`src/rtl/mix_round_engine.sv`:
```
// Handshaked multi-round lane mixer: seed in, rounds_cfg rounds (one per clock), digest held until out_ready.
// Optional RUN abort via `MIX_ROUND_ENGINE_ABORT_EN; default build has no abort port.
module mix_round_engine #(
    parameter int LANES = 8,
    parameter int WIDTH = 32,
    parameter int SHL   = 16,
    parameter int RW    = 8
) (
    input  logic                   clk,
    input  logic                   rst,
`ifdef MIX_ROUND_ENGINE_ABORT_EN
    input  logic                   abort,
`endif
    input  logic                   in_valid,
    output logic                   in_ready,
    input  logic [LANES*WIDTH-1:0] in_data,
    input  logic [RW-1:0]          rounds_cfg,
    output logic                   out_valid,
    input  logic                   out_ready,
    output logic [LANES*WIDTH-1:0] out_data,
    output logic                   busy,
    output logic [RW-1:0]          round_cnt
);

    typedef enum logic [1:0] {S_IDLE, S_RUN, S_DONE} state_t;

    state_t          state;
    state_t          state_nxt;
    logic [WIDTH-1:0] lanes [LANES];
    logic [WIDTH-1:0] mixed [LANES];
    logic [RW-1:0]    rounds_reg;
    logic             last_round;
    logic             abort_run;

`ifdef MIX_ROUND_ENGINE_ABORT_EN
    assign abort_run = abort;
`else
    assign abort_run = 1'b0;
`endif

    // One full round; each step walks lanes in order so later lanes see updated earlier ones.
    always_comb begin
        for (int i = 0; i < LANES; i++) mixed[i] = lanes[i];
        for (int i = 0; i < LANES; i++) mixed[i] = mixed[i] + WIDTH'(i);
        for (int i = 0; i < LANES; i++) mixed[i] = mixed[i] + mixed[(i + LANES - 1) % LANES];
        for (int i = 0; i < LANES; i++) mixed[i] = mixed[i] ^ (mixed[(i + 3) % LANES] << SHL);
        for (int i = 0; i < LANES; i++)
            mixed[i] = WIDTH'(mixed[i] * WIDTH'(2 * i + 3)) + WIDTH'(round_cnt);
    end

    always_comb begin
        state_nxt  = state;
        in_ready   = (state == S_IDLE);
        busy       = (state == S_RUN);
        out_valid  = (state == S_DONE);
        last_round = (round_cnt == rounds_reg - RW'(1));
        case (state)
            S_IDLE: begin
                if (in_valid) state_nxt = (rounds_cfg != '0) ? S_RUN : S_DONE;
            end
            S_RUN: begin
                if (abort_run)       state_nxt = S_IDLE;
                else if (last_round) state_nxt = S_DONE;
            end
            S_DONE: begin
                if (out_ready) state_nxt = S_IDLE;
            end
            default: state_nxt = S_IDLE;
        endcase
    end

    always_comb begin
        out_data = '0;
        for (int i = 0; i < LANES; i++) out_data[i*WIDTH +: WIDTH] = lanes[i];
    end

    always_ff @(posedge clk or posedge rst) begin
        if (rst) begin
            state      <= S_IDLE;
            round_cnt  <= '0;
            rounds_reg <= '0;
            for (int i = 0; i < LANES; i++) lanes[i] <= '0;
        end else begin
            state <= state_nxt;
            case (state)
                S_IDLE: begin
                    if (in_valid) begin
                        for (int i = 0; i < LANES; i++) lanes[i] <= in_data[i*WIDTH +: WIDTH];
                        rounds_reg <= rounds_cfg;
                        round_cnt  <= '0;
                    end
                end
                S_RUN: begin
                    // Aborted lanes keep their partial value; it is never presented.
                    if (abort_run) begin
                        round_cnt <= '0;
                    end else begin
                        for (int i = 0; i < LANES; i++) lanes[i] <= mixed[i];
                        round_cnt <= round_cnt + RW'(1);
                    end
                end
                default: ;
            endcase
        end
    end

endmodule

```
`config.mk`:
```
export PLATFORM = sky130hd
export DESIGN_NAME = mix_round_engine
export DESIGN_NICKNAME = d
export VERILOG_FILES = /design/src/rtl/mix_round_engine.sv
export SDC_FILE = /design/constraint.sdc
export NUM_CORES = 2
export LEC_CHECK = 0
export ABC_AREA = 1
export CAP_MARGIN = 10
export CORE_UTILIZATION = 55
export CTS_CLUSTER_DIAMETER = 150
export DETAILED_ROUTE_END_ITERATION = 10
export DONT_BUFFER_PORTS = 1
export GPL_TIMING_DRIVEN = 0
export PLACE_DENSITY = 0.74
export RECOVER_POWER = 25
export SYNTH_ARGS = -nofsm -noshare
export SYNTH_HDL_FRONTEND = slang
export SYNTH_SLANG_ARGS = --single-unit
```
`constraint.sdc`:
```
create_clock -name clk -period 32.4 [get_ports clk]
set_input_delay 3.24 -clock clk [delete_from_list [all_inputs] [get_ports clk]]
set_output_delay 3.24 -clock clk [all_outputs]
set_load 0.05 [all_outputs]
```
# == Word-level counts from Yosys, hierarchy flattened ==
# Cells that the tools add are included.
# classes
bitwise,8
n_reduce_logical,6
n_mul,8
muxes,9
eq_ne,6
add_sub_neg,25
# ops
op,count
$pmux W256 S2,1
$add A32 B32 Y32,8
$add A32 B8 Y32,8
$mux W256,1
$xor A32 B32 Y32,8
$add A32 B3 Y32 const B,4
$mul A32 B4 Y32 const B,4
$add A32 B2 Y32 const B,2
$mul A32 B3 Y32 const B,2
$add A32 B1 Y32 const B,1
$mul A32 B2 Y32 const B,1
$mul A32 B5 Y32 const B,1
$pmux W8 S2,1
$add A8 B1 Y8 const B,1
$eq A8 B8 Y1,1
$mux W2,4
$mux W8,1
$reduce_bool A8 Y1,1
$sub A8 B1 Y8 const B,1
$pmux W2 S3,1
$ne A2 B1 Y1 const B,2
$reduce_and A2 Y1,2
$reduce_and A3 Y1,1
$eq A2 B1 Y1 const B,1
other kinds (4),4
# word_totals
wordCells,73
regBits,274
output_inout_bits,267

# == Longest topological paths before layout ==
# logic_depth
ltp_word,13
ltp_mapped,91

# == Worst setup path before layout ==
# OpenSTA, ideal clock, no wires.
# synth_path
path_kind,register to register
from,"register lanes, in the netlist out_data[224]"
to,"register lanes, in the netlist out_data[223]"
path_stages_with_launch,83
required_time_ns,32.282
period_less_slack_ns,14.299
setup_slack_ns,18.101
arrival_ns,14.181
setup_time_ns,0.118
cell_sequence,dfrtp_1 -> inv_1 -> ha_1 -> nand2_1 -> nand2_1 -> nor2_1 -> nand2_1 -> xor2_1 -> ha_1 -> nand2_1 -> inv_1 -> a21oi_1 -> nand2_2 -> xor2_1 -> ha_1 -> a21oi_1 -> o21ai_0 -> a21boi_1 -> (+47 left out) -> xnor3_1 -> fa_1 -> fa_1 -> inv_1 -> ha_1 -> ha_1 -> nand2_1 -> nor2_1 -> nand2_1 -> or3_1 -> nand2_1 -> nand3_1 -> nand2_1 -> nand3_1 -> nand2_1 -> nand2_1 -> nand2_1 -> nand2_1
# synth_via
elab_chain_len,12
elab_cells_between_ends,13
classes_between,9 x add/sub; 1 x mul; 1 x mux; 2 x bitwise
# synth_rtl
item,line_no,text
start: declaration,29,logic [WIDTH-1:0] lanes [LANES];
$add A32 B3 Y32 *,44,for (int i = 0; i < LANES; i++) mixed[i] = mixed[i] + WIDTH'(i);
$add A32 B32 Y32 * (2 in a row),45,for (int i = 0; i < LANES; i++) mixed[i] = mixed[i] + mixed[(i + LANES - 1) % LANES];
$add A32 B32 Y32 (5 in a row),45,
$xor A32 B32 Y32 *,46,for (int i = 0; i < LANES; i++) mixed[i] = mixed[i] ^ (mixed[(i + 3) % LANES] << SHL);
$mul A32 B4 Y32 *,48,mixed[i] = WIDTH'(mixed[i] * WIDTH'(2 * i + 3)) + WIDTH'(round_cnt);
$add A32 B8 Y32 *,48,
$pmux W256 S2 *,85,case (state)
# Mark *: on every way between the ends. The rest lies on a longest branch, timed or not.
# A chain may end at the register's enable or synchronous reset.

# == Worst setup path after layout ==
# layout_path
from,"register lanes, in the netlist out_data[224]"
to,"register lanes, in the netlist out_data[255]"
# layout_via
elab_chain_len,13
elab_cells_between_ends,14
classes_between,10 x add/sub; 1 x mul; 1 x mux; 2 x bitwise
# layout_rtl
item,line_no
$add A32 B3 Y32 *,44
$add A32 B32 Y32 (8 in a row),45
$xor A32 B32 Y32 *,46
$mul A32 B5 Y32 *,48
$add A32 B8 Y32 *,48
$pmux W256 S2 *,85
# Marked as above.

==> metrics.cfg <==
[die]
io_pins=535
die_x_um=295
die_area_sq_um=86800
rows=106
core_sq_um=84200
chipHeight_um=295
start_util_pct=55.9

[timing]
post-route-min-period_ns=21.36
hold_ws_ns=0.528
finalHoldViolations=0
setup_viol=0
maxSlewHeadroom_pct=-373
tightest_slew_ns=7.10
drv_slew=279
clock_skew_ns=0.0425
rsz0062_at_grt=no
fmax_mhz=46.8
timing.setup.tns_ns=0
timing.final.crit_share_pct=65.9

[finish]
largest_reg_flops=256
syn2layout_area_growth_pct=6.65
n_fill_cell=7960
design_area_sq_um=50200
final_nets=7705
final_common_cell=nand2_1
final_cell_mix=nand2_1 (1067), ha_1 (1000), inv_1 (727)
drive_gt1_share_pct=2.52

[logic_synthesis]
async_flop_share_pct=100
synth.avg_cell_area_sq_um=7.62
synth-edff-count=0
ys_top_cells_by_area=ha_1 (27%), dfrtp_1 (15%), nand2_1 (8.5%), fa_1 (8.4%), xor2_1 (7.5%)
ys_types=61
synth_top_flop_cell=dfrtp_1
seq_area_frac_synth_pct=14.6
synthesis.nets=7644
ys_warn_count=0
syn_inst=6178
syn_area_sq_um=47100
synth_seq_cells=274
synth_area_leader_cell=ha_1
synthDominantCellAreaShare_pct=26.6

[clock_network]
clock_path_buffers=3
cts_inserted_buffers=39
clk_pin_slew_worst_paths_ns=0.07
hold_buffers=0
h-tree-depth=2
cts_tree=built
clk_latency_ns=0.66
postCtsSetupBuffers=0
cts_resized=0
cts_sinks=274
clockRootBuffer=clkbuf_16

[place]
hpwl_um=167000
gp_congestion=1.08
portBuffers=0
dpl_cell_area_sq_um=48900

[status]
status=complete, but fails checks
violations=capacitance limit, slew limit

[detailed_routing]
drt-total-wl_um=197000
drtIter0Drc=4776
wl_per_cell_um=26.5
viasPerCell=6.14
firstDrtPassIters=6
vias=45635
ant_nets=0
drc=0

[global_route]
overflow=0
antenna_found_initial=40
grt_pass1_wl_um=280000
grt_pass1_vias=42366
grt_start_max_net_pins=115
track_usage_pct=44.7

[worst_setup_path]
critPathSlowestCell=xor2_1
worst_ep_arrival_time_ns=21.88
critPathKind=reg2reg
crit_required_ns=32.92
crit_top_cell=ha_1
crit_fanout=5
endpoint_kind=flip-flop
reg2reg_from=out_data[224]$_DFFE_PP0P_
worstSetupStartpoint=out_data[224]$_DFFE_PP0P_
cpPeakStageDelay_ns=1.06
critPathLaunchType=flip-flop

[min_path]
hp-start=rounds_reg[7]$_DFFE_PP0P_
hold_path.class=reg2reg

[job]
cap_violations=4

## per-stage QoR
step           instances  utilization, %  setup slack, ns
2_1_floorplan       6178               -            18.10
3_3_place_gp        7312            57.6            11.92
3_5_place_dp        7329            58.1            11.93
4_1_cts             7398            59.6            11.86
5_1_grt             7418            59.6            10.51
6_report            7430            59.6            11.04
## final timing paths
kind / to / slack (ns) / depth (start not counted)
setup / recovery: out_data[255]$_DFFE_PP0P_ / 11.04 / 76
hold / removal: rounds_reg[7]$_DFFE_PP0P_ / 0.53 / 2
setup reg to reg: out_data[255]$_DFFE_PP0P_ / 11.04 / 76
hold reg to reg: rounds_reg[7]$_DFFE_PP0P_ / 0.53 / 2
max in group asynchronous: round_cnt[5]$_DFFE_PP0P_ / 20.69 / 2
min in group asynchronous: out_data[112]$_DFFE_PP0P_ / 3.39 / 1
## critical path: cells and delay by family (launching register included)
family	cells	cell delay, ns
adder cells (fa/ha/maj)	17	6.23
AND/OR/NAND/NOR	18	1.92
XOR/XNOR	9	6.72
buffers and inverters	10	1.55
AO/OA/AOI/OAI	22	4.08
flip-flops	1	0.68
## final cells by class
class,instances,area (sq um),area share (%)
Antenna cell,29,72.6,0.144
Buffer,118,489,0.974
Clock buffer,49,1050,2.10
Clock inverter,20,233,0.463
Inverter,728,2730,5.44
Multi-Input combinational cell,5058,37100,73.8
Sequential cell,274,6860,13.7
Tap cell,1134,1420,2.82
Timing Repair Buffer,20,293,0.583
## kinds of logic (layout without fill, tap and decap cells)
kind of cell / Yosys count / in the layout / synth area share (%)
buffers and inverters: 846 / 935 / 6.82
XOR/XNOR: 589 / 589 / 11.0
other: 0 / 29 / 0
flip-flops: 274 / 274 / 14.6
adder cells (fa/ha/maj): 1198 / 1198 / 35.0
AO/OA/AOI/OAI: 1444 / 1444 / 16.9
AND/OR/NAND/NOR: 1827 / 1827 / 15.7
## routing by layer
metal / vias to the layer above / share of wire, % / track usage (%)
met2: 2394 / 42 / 66.4
met1: 21612 / 38 / 55.5
met4: 30 / 8.0 / 31.1
met5: - / 0.18 / 0
li1: 21019 / - / -
met3: 580 / 11 / 13.2
## Yosys cell counts, drive strengths merged, types with 2 or more instances
library cell / number
o221ai: 12
a21o: 18
nor3: 44
a21oi: 524
buf: 8
xor2: 401
a31o: 2
a211oi: 21
a21boi: 51
o32ai: 2
o41ai: 2
ha: 1000
o31ai: 34
clkbuf: 109
nand4: 32
dfrtp: 274
or2: 12
nand2: 1089
nor4: 13
a31oi: 37
fa: 198
o21bai: 36
o2111ai: 3
a221oi: 2
xnor3: 3
xnor2: 185
a2111oi: 3
nand3: 131
o22ai: 19
nor3b: 2
inv: 728
o211ai: 16
nand3b: 9
o21ai: 645
nor2: 492
o21a: 14
Power is left out: the tool's default activity adds up to more than one toggle a clock period on the data nets, which glitch-free logic cannot reach.
